## src/rtl/seg7_scan_mod20.sv

```systemverilog
// Two-digit multiplexed 7-segment driver for a mod-20 count, with a
// wrap indicator that stays lit for a number of refresh ticks after each wrap.
module seg7_scan_mod20 #(
    parameter int REFRESH_DIV = 50000,
    parameter int WRAP_HOLD   = 250
) (
    input  logic       clk_50M,
    input  logic       reset,
    input  logic [4:0] count_in,
    output logic [6:0] segments,
    output logic [1:0] anodes,
    output logic       wrap_led
);

    localparam int RW = (REFRESH_DIV > 2) ? $clog2(REFRESH_DIV) : 1;
    localparam int HW = $clog2(WRAP_HOLD + 1);
    localparam logic [RW-1:0] RCNT_MAX  = RW'(REFRESH_DIV - 1);
    localparam logic [HW-1:0] HOLD_INIT = HW'(WRAP_HOLD);

    logic [4:0]    r_val_q;
    logic [4:0]    r_prev_q;
    logic [RW-1:0] r_rcnt;
    logic          r_digit_sel;
    logic [HW-1:0] r_hold;
    logic [6:0]    r_segments;
    logic [1:0]    r_anodes;
    logic          r_wrap_led;

    logic          w_tick;
    logic          w_wrap;
    logic [4:0]    w_units_val;
    logic [6:0]    w_seg_units;
    logic [6:0]    w_seg_tens;

    function automatic logic [6:0] f_enc(input logic [3:0] d);
        case (d)
            4'd0:    f_enc = 7'h40;
            4'd1:    f_enc = 7'h79;
            4'd2:    f_enc = 7'h24;
            4'd3:    f_enc = 7'h30;
            4'd4:    f_enc = 7'h19;
            4'd5:    f_enc = 7'h12;
            4'd6:    f_enc = 7'h02;
            4'd7:    f_enc = 7'h78;
            4'd8:    f_enc = 7'h00;
            4'd9:    f_enc = 7'h10;
            default: f_enc = 7'h7F;
        endcase
    endfunction

    assign w_tick = (r_rcnt == RCNT_MAX);
    // Only the exact 19<->0 transitions count; out-of-range values never match.
    assign w_wrap = ((r_prev_q == 5'd19) && (r_val_q == 5'd0)) ||
                    ((r_prev_q == 5'd0)  && (r_val_q == 5'd19));
    assign w_units_val = r_val_q - 5'd10;

    always_comb begin
        w_seg_units = 7'h7F;
        w_seg_tens  = 7'h7F;
        if (r_val_q < 5'd10) begin
            w_seg_units = f_enc(r_val_q[3:0]);
        end else if (r_val_q < 5'd20) begin
            w_seg_units = f_enc(w_units_val[3:0]);
            w_seg_tens  = 7'h79;
        end else begin
            w_seg_units = 7'h2F;
            w_seg_tens  = 7'h06;
        end
    end

    always_ff @(posedge clk_50M or posedge reset) begin
        if (reset) begin
            r_val_q     <= 5'd0;
            r_prev_q    <= 5'd0;
            r_rcnt      <= '0;
            r_digit_sel <= 1'b0;
        end else begin
            r_val_q  <= count_in;
            r_prev_q <= r_val_q;
            if (w_tick) begin
                r_rcnt      <= '0;
                r_digit_sel <= ~r_digit_sel;
            end else begin
                r_rcnt <= r_rcnt + RW'(1);
            end
        end
    end

    always_ff @(posedge clk_50M or posedge reset) begin
        if (reset) begin
            r_segments <= 7'h7F;
            r_anodes   <= 2'b11;
        end else if (r_digit_sel) begin
            r_segments <= w_seg_tens;
            r_anodes   <= 2'b01;
        end else begin
            r_segments <= w_seg_units;
            r_anodes   <= 2'b10;
        end
    end

    // A wrap reloads the hold count even when it coincides with a tick.
    always_ff @(posedge clk_50M or posedge reset) begin
        if (reset) begin
            r_hold     <= '0;
            r_wrap_led <= 1'b0;
        end else begin
            if (w_wrap) begin
                r_hold <= HOLD_INIT;
            end else if (w_tick && (r_hold != '0)) begin
                r_hold <= r_hold - HW'(1);
            end
            r_wrap_led <= w_wrap || (r_hold != '0);
        end
    end

    assign segments = r_segments;
    assign anodes   = r_anodes;
    assign wrap_led = r_wrap_led;

endmodule

```

## config.mk

```make
export PLATFORM = sky130hd
export DESIGN_NAME = seg7_scan_mod20
export DESIGN_NICKNAME = d
export VERILOG_FILES = /design/src/rtl/seg7_scan_mod20.sv
export SDC_FILE = /design/constraint.sdc
export NUM_CORES = 1
export LEC_CHECK = 0
export ABC_AREA = 1
export CAP_MARGIN = 20
export CORE_MARGIN = 8
export CORE_UTILIZATION = 63
export DETAILED_ROUTE_END_ITERATION = 8
export HOLD_SLACK_MARGIN = 0.1
export PLACE_DENSITY = 0.84
export SLEW_MARGIN = 40
export SYNTH_ARGS = -nofsm -noshare
export SYNTH_HDL_FRONTEND = slang
export SYNTH_SLANG_ARGS = --single-unit
```

## constraint.sdc

```tcl
create_clock -name clk_50M -period 2.7 [get_ports clk_50M]
set_input_delay 0.54 -clock clk_50M [delete_from_list [all_inputs] [get_ports clk_50M]]
set_output_delay 0.54 -clock clk_50M [all_outputs]
set_load 0.01 [all_outputs]
```

==> run metrics, run 1 <==
instance area at placement 0.00271 mm²; Routability Congestion about 0.94; worst-path cell chain clkinv_1 -> ha_1 -> inv_1 -> nand2_1 -> nand2_1 -> inv_1 -> nor2_1 -> nand3_1 -> nand2_1 -> nand2_1 -> nand2_1; horizontal die dimension slightly below 80 µm; Crit path largest cell delay slightly below 500 ps; filler instances roughly 340; Die Ht just under 80 µm; initial DRC count roughly 130; Row Count 23; number of antenna-violating nets in the routed design 0; startpoint-to-endpoint class of the critical path flip-flop to flip-flop; category of the worst setup path capture point flip-flop; number of storage elements in the synthesis netlist 45; Relative slew margins between 60% and 70%; TritonCTS clock tree built; Setup crit start kind flip-flop; number of detailed-route iterations in the first pass 4; dominant combinational cell family by area after synthesis simple AND/OR/NAND/NOR gates; buffering stage count on the worst path with inverters included 3; Final Slew Violations 0; min-delay worst type flip-flop to flip-flop; Core Footprint around 0.0039 mm²; first-pass GRT wire length 8.11 mm; antenna violations before repair 0; total CTS buffers 5; total via count in the routed design approximately 2.1k; via count of the first global-routing pass between 1.5k and 2k; hold buffer count at cts 0; max-cap viol count 0; Layout Cell Area excl Fill approximately 0.0028 mm²; first element of the critical path r_val_q[2]; LEAKAGE 1.43 nW; post-CTS resize count 0; worst clock skew a little over 8 ps; post-CTS repair timing setup buffer count 0; cell type with the highest aggregate area in the netlist dfrtp_1; delay-heaviest family, CP simple AND/OR/NAND/NOR gates; most common cell after layout, fill and taps aside nand2_1; proportion of layout cells with a drive suffix above 1 8.72%; half-perimeter wire length of the detailed placement result 3.56 mm; summed negative setup slack over all endpoints 0 ps; boundary pin count 17; buffer levels on the longest clock path 2; Most common cell on crit path nand2_1; cell types with the largest area share after synthesis dfrtp_1 36%, nand2_1 15%, dfstp_2 9.5%; worst r2r src r_val_q[2]; Synthesized Nets 340; pin count of the biggest net entering global routing 46; synthesized-area fraction occupied by ao, oa, aoi and oai cells approximately 2.8%; share of the clock period used by the worst path around 77%; top library cells by usage in the layout, fill and taps aside 97 x nand2_1, 37 x inv_1, 36 x dfrtp_1, 35 x nor2_1, 32 x nand3_1; Synth Cell Area 0.00250 mm²; Seq. cell area approximately 0.0011 mm²; PnR worst setup slack a little over 600 ps; detailed-route wire length 4.82 mm; average detailed-routed wire length per instance about 12 µm; Synth warnings 0; synthesized area divided by synthesized cell count around 8 µm²; count of flip-flops with a built-in enable after synthesis 0; Syn-to-layout area delta 11.8%; slowest library cell on the worst path dfrtp_1; count of final hold-check violations 0; setup repair after global routing missed its margin false; post-synthesis simple-gate area fraction around 35%; fraction of synthesized area in multiplexers 0%; DP Worst Slack around 700 ps; port bufs 16; total gr overflow 0; peak supply drop ~0.30 mV; # setup viols final 0; start point of the worst hold path r_digit_sel; critical path required time ~2900 ps; total clock sinks between 40 and 50; power density over the cells just under 500 mW/mm²; transition at the pin with the smallest max-transition slack 533 ps; fraction of synthesis flops using an asynchronous set or reset pin between 90% and 100%; highest clock rate approximately 480 MHz; final design utilization between 70% and 80%; cell count after synthesis roughly 320; count of distinct cell types in the synthesized netlist 29; adder-cell share of the synthesized area 6.02%; global-route usage over all layers ~16%; clock latency at the later pin of the worst-skew pair roughly 300 ps; data arrival time of the critical path ~2300 ps; time the final worst path needs with I/O delays and setup around 2100 ps; total area of multi-input combinational cells about 0.0012 mm²; largest fanout on the critical path 9; number of vias per cell after detailed routing roughly 5.3; portion of the post-synthesis area used by sequential elements 45.6%; DRC violation count after routing 0; clock input transition at the sequential cells of the worst setup and hold paths 80 ps; status finished, final reports clean; area enclosed by the die boundary ~0.0062 mm²; number of antenna repair diodes 0; initial cell density of the core 63.8%; area share of the largest cell type after synthesis between 30 and 40%; post-synthesis xor/xnor area fraction ~3.2%; clock tree root driver cell clkbuf_8; post-layout net count 362; top_reg_cell synth dfrtp_1; H-tree depth 2
[metrics by stage]
stage	std cells	total power [mW]	hold slack, ps
final	394	1.37	458
after global routing	394	1.45	476
after CTS	394	1.39	458
after detailed placement	386	0.995	423
after global placement	386	0.992	419
after floorplan	321	0.915	392
[synthesized netlist by cell type (2+ instances only)]
| master | n |
|---|---|
| nand4_1 | 9 |
| xnor2_1 | 2 |
| clkinv_1 | 3 |
| nor3_1 | 8 |
| xor2_1 | 7 |
| dfrtp_1 | 36 |
| dfstp_2 | 9 |
| ha_1 | 12 |
| nand2_2 | 2 |
| nand2_1 | 97 |
| nor2_1 | 35 |
| nor2_2 | 7 |
| o21ai_0 | 5 |
| inv_1 | 38 |
| nand3_1 | 32 |
| nor2_4 | 2 |
| a21oi_1 | 5 |
[routing by layer]
metal | part of all wire, % | GRT usage (%) | up-vias
li1 | - | - | 1057
met4 | 2.6 | 7.78 | 0
met2 | 47 | 27.5 | 51
met3 | 5.2 | 4.18 | 14
met5 | 0 | 0 | -
met1 | 45 | 18.5 | 959
[cell type report]
cell class | count | area share (%)
inverter | 42 | 5.65
multi-input combinational | 232 | 42.5
sequential | 45 | 40.8
tap | 50 | 2.24
clock buffer | 8 | 2.87
timing repair buffer | 17 | 6.01
[power by group]
part	internal, mW	leakage [nW]	switching (mW)
logic	0.106	0.832	0.137
registers	0.717	0.555	0.0234
clock network	0.184	0.0395	0.204
[worst register-to-register path: stages (launching register included)]
cell and delay, ps:
dfrtp_1 490, clkinv_1 300, ha_1 300, inv_1 60
nand2_1 110, nand2_1 200, inv_1 110, nor2_1 150
nand3_1 120, nand2_1 80, nand2_1 50, nand2_1 60
[logic make-up (layout without fill, tap and decap cells)]
| group | after synthesis | after routing |
|---|---|---|
| xor gates and xnor gates | 9 | 9 |
| and+or+nand+nor | 198 | 198 |
| buffers and inverters | 44 | 67 |
| adders and majority gates | 12 | 12 |
| AOI/OAI and AO/OA | 13 | 13 |
| DFF | 45 | 45 |
[state kept, by name, indices dropped and copies added (netlist names)]
signal	flops
r_hold	8
segments	7
r_rcnt	16
r_digit_sel	1
anodes	2
wrap_led	1
r_val_q	5
r_prev_q	5
[final timing paths]
path,end,slack (ps),cells past startpoint
worst max-delay path,segments[4],620,11
worst min-delay path,anodes[0],460,0
worst max register to register,segments[4],620,11
worst min register to register,anodes[0],460,0
max in group asynchronous,segments[2],1650,3
min in group asynchronous,r_rcnt[12],670,3
(Power assumes the default switching activity.)
==> run 2: changes to the inputs <==
--- a/config.mk
+++ b/config.mk
@@ -8,10 +8,10 @@
 export ABC_AREA = 1
 export CAP_MARGIN = 20
 export CORE_MARGIN = 8
-export CORE_UTILIZATION = 63
+export CORE_UTILIZATION = 53
 export DETAILED_ROUTE_END_ITERATION = 8
 export HOLD_SLACK_MARGIN = 0.1
-export PLACE_DENSITY = 0.84
+export PLACE_DENSITY = 0.76
 export SLEW_MARGIN = 40
 export SYNTH_ARGS = -nofsm -noshare
 export SYNTH_HDL_FRONTEND = slang
==> constraint.sdc (replaced) <==
create_clock -name clk_50M -period 1.8 [get_ports clk_50M]
set_input_delay 0.36 -clock clk_50M [delete_from_list [all_inputs] [get_ports clk_50M]]
set_output_delay 0.36 -clock clk_50M [all_outputs]
set_load 0.01 [all_outputs]
==> run 2 against run 1 <==
Compared with the run above: register-to-register slack worse by 450 ps; global-route usage down 1.5 points; sequential share of layout area is 1.0 points lower; clock power up 61%.
==> run metrics, run 2 (synthesis results as in run 1) <==
status finished, final reports clean; worst r2r src r_val_q[1]; peak supply drop 0.490 mV (+64%); delay-heaviest family, CP buffers and inverters; Die Ht 84.6 µm (+7.2%); overall power consumption 2.11 mW (+54%); antenna violations before repair 0 (unchanged); share of the clock period used by the worst path between 90% and 100%; largest reg by FF count r_rcnt; buffering stage count on the worst path with inverters included 1 (-2); worst-path cell chain clkdlybuf4s50_1; H-tree depth 2 (unchanged); # setup viols final 0 (unchanged); number of detailed-route iterations in the first pass 5 (+1); PnR worst setup slack 83.9 ps (-538 ps); transition at the pin with the smallest max-transition slack 389 ps (-143 ps); LEAKAGE 1.47 nW (+2.8%); clock latency at the later pin of the worst-skew pair 290 ps (about the same); Routability Congestion 0.974 (+4.1%); data arrival time of the critical path 1360 ps (-950 ps); post-layout net count 368 (+1.7%); critical path required time 1440 ps (-1500 ps); boundary pin count 17 (unchanged); Layout Cell Area excl Fill 0.00286 mm² (+2.6%); count of final hold-check violations 0 (unchanged); first-pass GRT wire length 8.69 mm (+7.1%); total clock sinks 45 (unchanged); worst reg2reg endpoint r_hold[7]; DP Worst Slack 179 ps (-522 ps); instance area at placement 0.00277 mm² (+2.3%); Fin Hold WS 402 ps (-56.3 ps); total CTS buffers 5 (unchanged); worst clock skew 11.0 ps (+2.79 ps); horizontal die dimension 84.6 µm (+7.2%); detailed-route wire length 4.77 mm (-0.98%); slowest library cell on the worst path clkdlybuf4s50_1; average detailed-routed wire length per instance 11.8 µm (-3.4%); area enclosed by the die boundary 0.00716 mm² (+15%); power density over the cells 739 mW/mm² (+50%); DRC violation count after routing 0 (unchanged); total gr overflow 0 (unchanged); post-CTS resize count 0 (unchanged); max-cap viol count 0 (unchanged); category of the worst setup path capture point output port; clock tree root driver cell clkbuf_8; global-route usage over all layers 14.7% (-1.5 points); number of vias per cell after detailed routing 5.12 (-3.1%); TritonCTS clock tree built; reg-to-reg slack, setup 170 ps (-450 ps); pin count of the biggest net entering global routing 46 (unchanged); largest fanout on the critical path 1 (-8); number of antenna-violating nets in the routed design 0 (unchanged); buffer levels on the longest clock path 2 (unchanged); Row Count 25 (+8.7%); flip-flop count of the largest register after layout 16 (unchanged); initial DRC count 122 (-3.9%); min-delay worst type input pin to async pin; summed negative setup slack over all endpoints 0 ps (unchanged); half-perimeter wire length of the detailed placement result 3.62 mm (+1.8%); Setup crit start kind flip-flop; via count of the first global-routing pass 2,006 (+2.3%); number of antenna repair diodes 0 (unchanged); startpoint-to-endpoint class of the critical path flip-flop to output port; hold buffer count at cts 0 (unchanged); Syn-to-layout area delta 14.7%; clock input transition at the sequential cells of the worst setup and hold paths 80 ps (about the same); time the final worst path needs with I/O delays and setup between 1500 and 2000 ps; top library cells by usage in the layout, fill and taps aside 97 x nand2_1, 37 x inv_1, 36 x dfrtp_1, 35 x nor2_1, 32 x nand3_1; most common cell after layout, fill and taps aside nand2_1; port bufs 16 (unchanged); R2R cell count 8 (-3); proportion of layout cells with a drive suffix above 1 10.6% (+1.9 points); Relative slew margins 74.0% (+9.5 points); post-CTS repair timing setup buffer count 0 (unchanged); setup repair after global routing missed its margin false; Crit path largest cell delay 540 ps (+50 ps); Core Footprint 0.00463 mm² (+18%); initial cell density of the core 53.9% (-9.9 points); Final Slew Violations 0 (unchanged); highest clock rate 583 MHz; total via count in the routed design 2,067 (-0.67%)
[run 2: cell count changes in the layout (fill, tap and decap cells not counted), sizes merged]
| cell | previous run | this run |
|---|---|---|
| buf | 1 | 7 |
[run 2: area by class of cell]
class	count	area, µm²
fillers	437	1770
multi-input cells	232	1180
flip-flops and latches	45	1140
repair buffers	23	225
inverters	42	158
clock buffers	8	90.1
well taps	54	67.6
[run 2: metrics by stage]
| step | utilization, % | cells |
|---|---|---|
| final | 61.8 | 404 |
| after global routing | 61.8 | 404 |
| after CTS | 61.8 | 404 |
| after detailed placement | 59.9 | 396 |
| after global placement | 59.9 | 396 |
| after floorplan | - | 321 |
[run 2: metal layers]
layer	wire, µm	vias up	track usage, %
met5	0	-	0
met4	45	0	4.85
met3	195	6	3.80
met2	2280	38	24.3
met1	2250	954	18.0
li1	-	1069	-
[run 2: power breakdown]
group | total [mW] | leakage, nW | internal (mW) | switching, mW
Combinational | 0.384 | 0.866 | 0.171 | 0.213
Clock | 0.623 | 0.0455 | 0.313 | 0.310
Sequential | 1.11 | 0.555 | 1.08 | 0.0323
Total | 2.11 | 1.47 | 1.56 | 0.555
[run 2: worst max path at each step]
stage,startpoint,endpoint,slack [ps],cells after the start
final,segments[5],segments[5],80,1
after global routing,r_val_q[1],segments[3],7,9
after CTS,segments[5],segments[5],50,1
after detailed placement,r_val_q[1],r_hold[5],180,8
after global placement,r_val_q[1],r_hold[7],220,8
after floorplan,r_val_q[2],segments[4],190,11
[run 2: worst reg2reg max path, cell delays in order, from the launching register on]
cell	delay (ps)
dfrtp_1	380
buf_4	160
ha_1	210
nand3_2	80
nor2_2	50
nor2_4	330
nand2_2	170
nand2_1	110
nand2_1	50
